`config.mk`:
```
export PLATFORM = sky130hd
export DESIGN_NAME = ptw_walker
export DESIGN_NICKNAME = d
export VERILOG_FILES = /design/src/rtl/ptw_walker.sv
export SDC_FILE = /design/constraint.sdc
export NUM_CORES = 1
export LEC_CHECK = 0
export CORE_AREA = 5 5 157 159
export DETAILED_ROUTE_END_ITERATION = 7
export DIE_AREA = 0 0 162 164
export MAX_ROUTING_LAYER = met4
export PLACE_DENSITY = 0.74
export SLEW_MARGIN = 10
export SYNTH_ARGS = -nofsm -noshare
export SYNTH_HDL_FRONTEND = slang
export SYNTH_SLANG_ARGS = --single-unit
```
`constraint.sdc`:
```
create_clock -name clk -period 1.5 [get_ports clk]
set_input_delay 0.15 -clock clk [delete_from_list [all_inputs] [get_ports clk]]
set_output_delay 0.15 -clock clk [all_outputs]
set_load 0.02 [all_outputs]
```
`src/rtl/ptw_walker.sv`:
```
// 4-level, 4 KiB-granule page-table walker between the TLB miss path and the TLB fill port.
// Define PTW_HUGEPAGE_EN to treat PTE bit 7 at lvl2/lvl1 as a 1 GiB / 2 MiB leaf.
module ptw_walker (
    input  logic        clk,
    input  logic        shutdown,
    input  logic        miss,
    input  logic [63:0] va,
    input  logic [11:0] pcid,
    input  logic [63:0] root,
    output logic        mem_req,
    output logic [63:0] mem_addr,
    input  logic        mem_valid,
    input  logic [63:0] mem_data,
    output logic        insert,
    output logic [63:0] ins_va,
    output logic [63:0] ins_pa,
    output logic [11:0] ins_pcid,
    output logic        fault,
    output logic        busy
);

    // state  | meaning
    // IDLE   | waiting for a TLB miss
    // WALK   | one PTE read outstanding for level lvl
    // INSERT | one-cycle TLB fill strobe
    // FAULT  | one-cycle walk-failed strobe
    typedef enum logic [1:0] {IDLE, WALK, INSERT, FAULT} state_t;

    state_t      state, state_next;
    logic [1:0]  lvl, lvl_next;
    logic [51:12] base, base_next;
    logic [63:0] va_q, va_next;
    logic [11:0] pcid_q, pcid_next;
    logic [63:0] pa_q, pa_next;
    logic [8:0]  idx;

    always_ff @(posedge clk) begin
        if (shutdown) begin
            state  <= IDLE;
            lvl    <= 2'd0;
            base   <= '0;
            va_q   <= '0;
            pcid_q <= '0;
            pa_q   <= '0;
        end else begin
            state  <= state_next;
            lvl    <= lvl_next;
            base   <= base_next;
            va_q   <= va_next;
            pcid_q <= pcid_next;
            pa_q   <= pa_next;
        end
    end

    always_comb begin
        idx = va_q[20:12];
        case (lvl)
            2'd3:    idx = va_q[47:39];
            2'd2:    idx = va_q[38:30];
            2'd1:    idx = va_q[29:21];
            default: idx = va_q[20:12];
        endcase
    end

    always_comb begin
        state_next = state;
        lvl_next   = lvl;
        base_next  = base;
        va_next    = va_q;
        pcid_next  = pcid_q;
        pa_next    = pa_q;
        case (state)
            IDLE: begin
                if (miss) begin
                    va_next    = va;
                    pcid_next  = pcid;
                    base_next  = root[51:12];
                    lvl_next   = 2'd3;
                    state_next = WALK;
                end
            end
            WALK: begin
                if (mem_valid) begin
                    if (!mem_data[0]) begin
                        state_next = FAULT;
                    end else if (lvl == 2'd0) begin
                        pa_next    = {12'b0, mem_data[51:12], va_q[11:0]};
                        state_next = INSERT;
                    end
`ifdef PTW_HUGEPAGE_EN
                    else if (mem_data[7] && lvl == 2'd3) begin
                        state_next = FAULT;
                    end else if (mem_data[7] && lvl == 2'd2) begin
                        pa_next    = {12'b0, mem_data[51:30], va_q[29:0]};
                        state_next = INSERT;
                    end else if (mem_data[7] && lvl == 2'd1) begin
                        pa_next    = {12'b0, mem_data[51:21], va_q[20:0]};
                        state_next = INSERT;
                    end
`endif
                    else begin
                        base_next = mem_data[51:12];
                        lvl_next  = lvl - 2'd1;
                    end
                end
            end
            INSERT:  state_next = IDLE;
            FAULT:   state_next = IDLE;
            default: state_next = IDLE;
        endcase
    end

    // Address is forced to zero outside WALK so the bus is quiet when idle.
    assign mem_req  = (state == WALK);
    assign mem_addr = (state == WALK) ? {12'b0, base, idx, 3'b000} : 64'd0;
    assign insert   = (state == INSERT);
    assign fault    = (state == FAULT);
    assign busy     = (state != IDLE);
    assign ins_va   = va_q;
    assign ins_pa   = pa_q;
    assign ins_pcid = pcid_q;

    logic unused_bits;
    assign unused_bits = ^{root[63:52], root[11:0], mem_data[63:52], mem_data[11:1]};

endmodule

```
==> results.yml <==
outcome:
  violations: "negative setup slack"
  run_status: "complete, but fails checks"
clock_network:
  clock-sinks: 172
  htreeDepth: 4
  cts-buffers-inserted: 17
  cts_tree: "done"
  clkLatencyLatePin_ns: 0.42
  clk_path_buf_depth: 2
  root_buffer: "clkbuf_16"
  clkTransAtPathRegs_ns: 0.07
floorplanning:
  die_w_um: 162
  core_area_um2: 23100
  die_area_um2: 26600
  die_y_um: 164
  floorplan.initialDensity_pct: 33.4
  ios: 416
  rows: 56
synth:
  yosysSeqAreaShare_pct: 44.6
  synth-seq-cells: 172
  netlist_area_um2: 7720
  yosysWarnings: 0
  syn_avg_cell_area_um2: 8.20
  ys_types: 32
  synthCells: 941
setup_path:
  start_kind: "flip-flop"
  r2r_cells: 8
  endpoint_kind: "output pin"
  path_class: "flip-flop to output pin"
  cp.arrival_ns: 1.79
  crit_fanout: 9
  r2r-start: "lvl[1]"
  startpoint: "lvl[1]"
  required_ns: 1.35
pwr:
  p_per_area_nw_per_um2: 911
  leakagePower_nw: 6.24
  vdd.ir_drop.worst_mv: 0.584
final_layout:
  layout.cells.non_filler: 1671
  final_layout_size_suffix_gt1_share_pct: 43.1
  seq_area_um2: 3450
  stdcell_area_um2: 15400
  syn2layout_area_growth_pct: 99.6
  multi_input_area_um2: 5060
  layout.nets: 1578
  mostFrequentLayoutCell: "clkdlybuf4s50_1"
  fillers: 1768
  final_cell_mix: "246 x clkdlybuf4s50_1, 168 x dfxtp_1, 83 x nand2_1"
routing:
  drt_iter0_drc: 512
  num_vias: 8806
  dr.pass1.iters: 6
  postRouteAntennaNets: 0
  drc: 0
  avgRoutedWirePerCell_um: 22.9
  wl_um: 38200
  via_per_inst: 5.27
global_route:
  grt_use_total_pct: 25.7
  grt_pass1_vias: 8661
  grt_start_max_net_pins: 74
  antenna_found_initial: 2
  overflow: 0
  grt_pass1_wl_um: 51100
sta:
  tightest_slew_ns: 0.559
  timing.final.crit_share_pct: 129
  setup_tns_ns: -46.74
  min_period_ns: 1.94
  max_freq_ghz: 0.516
  skew_ns: 0.0121
  rsz0062_at_grt: "yes"
  setup_violations: 304
  fin_ws_ns: -0.439
  slew_headroom_pct: 62.7
  hold_viol: 0
  drv_slew: 0
place:
  port_buffers: 341
  finalWeightedCongestion: 0.944
  place_area_um2: 11900
  dp_hpwl_um: 21900
  pre_cts_slack_ns: -0.542
  placedCellCount: 1559
min_path:
  hp-class: "input pin to flip-flop"
  hp-start: "shutdown"
  hold_depth: 2
run:
  maxCapViolations: 0
[synth_stat cells, drive strengths merged]
cell type / n / area share, %
dfxtp: 172 / 45
nand2: 161 / 7.8
a21oi: 129 / 8.4
a211oi: 81 / 8.0
clkbuf: 63 / 3.1
o21ai: 62 / 4.0
buf: 57 / 5.2
nand3: 52 / 3.4
and2: 50 / 4.1
inv: 43 / 2.1
mux2: 40 / 5.8
a222oi: 9 / 1.2
ha: 5 / 0.81
nand4b: 2 / 0.23
nor2b: 2 / 0.16
nor3: 2 / 0.13
a21o: 1 / 0.097
a221oi: 1 / 0.11
and4b: 1 / 0.13
conb: 1 / 0.049
nand2b: 1 / 0.081
nand3b: 1 / 0.097
nand4: 1 / 0.081
nor2: 1 / 0.049
nor3b: 1 / 0.16
or2: 1 / 0.081
or3b: 1 / 0.11
[through the flow]
stage,power (W),util (%),hold WS (ns)
2_1_floorplan,0.00651,-,0.242
3_3_place_gp,0.00795,51.2,0.437
3_5_place_dp,0.00798,51.2,0.443
4_1_cts,0.0135,61.6,0.0343
5_1_grt,0.0145,66.6,0.0648
6_report,0.0140,66.6,0.0709
[state kept, by name, summed over array words and instances (netlist names)]
register  flops
lvl           2
base         40
ins_va       64
ins_pcid     12
ins_pa       52
state         2
[layer usage]
layer  share of wire (%)  vias to the layer above  track usage (%)
met4                 4.1                        0             10.1
met5                   0                        -                -
met1                  41                     4280             31.4
met3                 6.9                       79             6.62
met2                  48                      401             40.9
li1                    -                     4046                -
[power by group]
part | total (W) | leakage, nW | internal, W | switching (W)
registers | 0.00503 | 1.41 | 0.00484 | 0.000187
logic | 0.00455 | 4.55 | 0.00233 | 0.00222
clock network | 0.00446 | 0.279 | 0.00243 | 0.00203
[final timing paths]
| check | endpoint | slack, ns |
|---|---|---|
| hold reg to reg | ins_va[55] | 0.46 |
| hold / removal | ins_pa[21] | 0.07 |
| setup / recovery | mem_addr[5] | -0.44 |
| setup reg to reg | base[27] | -0.39 |
[kinds of logic (layout without fill, tap and decap cells)]
kind of cell             count (synthesis)  in the layout  share of synthesized area (%)
AND/OR/NAND/NOR                        277            279                           16.6
other                                    1             30                         0.0486
flip-flops                             172            172                           44.6
AO/OA/AOI/OAI                          283            283                           21.8
buffers and inverters                  163            572                           10.3
adder cells (fa/ha/maj)                  5              5                          0.811
multiplexers                            40             40                           5.84
[final cells by class]
cell class	count	share of cell area, %
clock buffers	20	2.97
inverters	43	1.09
clock inverters	12	0.845
multi-input cells	634	32.8
well taps	290	2.36
diodes	3	0.0487
flip-flops and latches	172	22.4
repair buffers	497	37.4
[what timing repair did]
item	in CTS	in global routing
setup buffers	35	11
cloned	27	15
pin swaps	46	159
hold buffers	0	0
endpoints found under the setup margin	352	324
hold endpoints to repair	0	0
gates resized for setup	598	269
[critical path: stages, from the launching register on]
cell and delay (ns):
dfxtp_2 0.36, inv_2 0.06, ha_4 0.19, a222oi_1 0.36
o21ai_1 0.09, and2_1 0.17, buf_6 0.13
(Power assumes the default switching activity.)
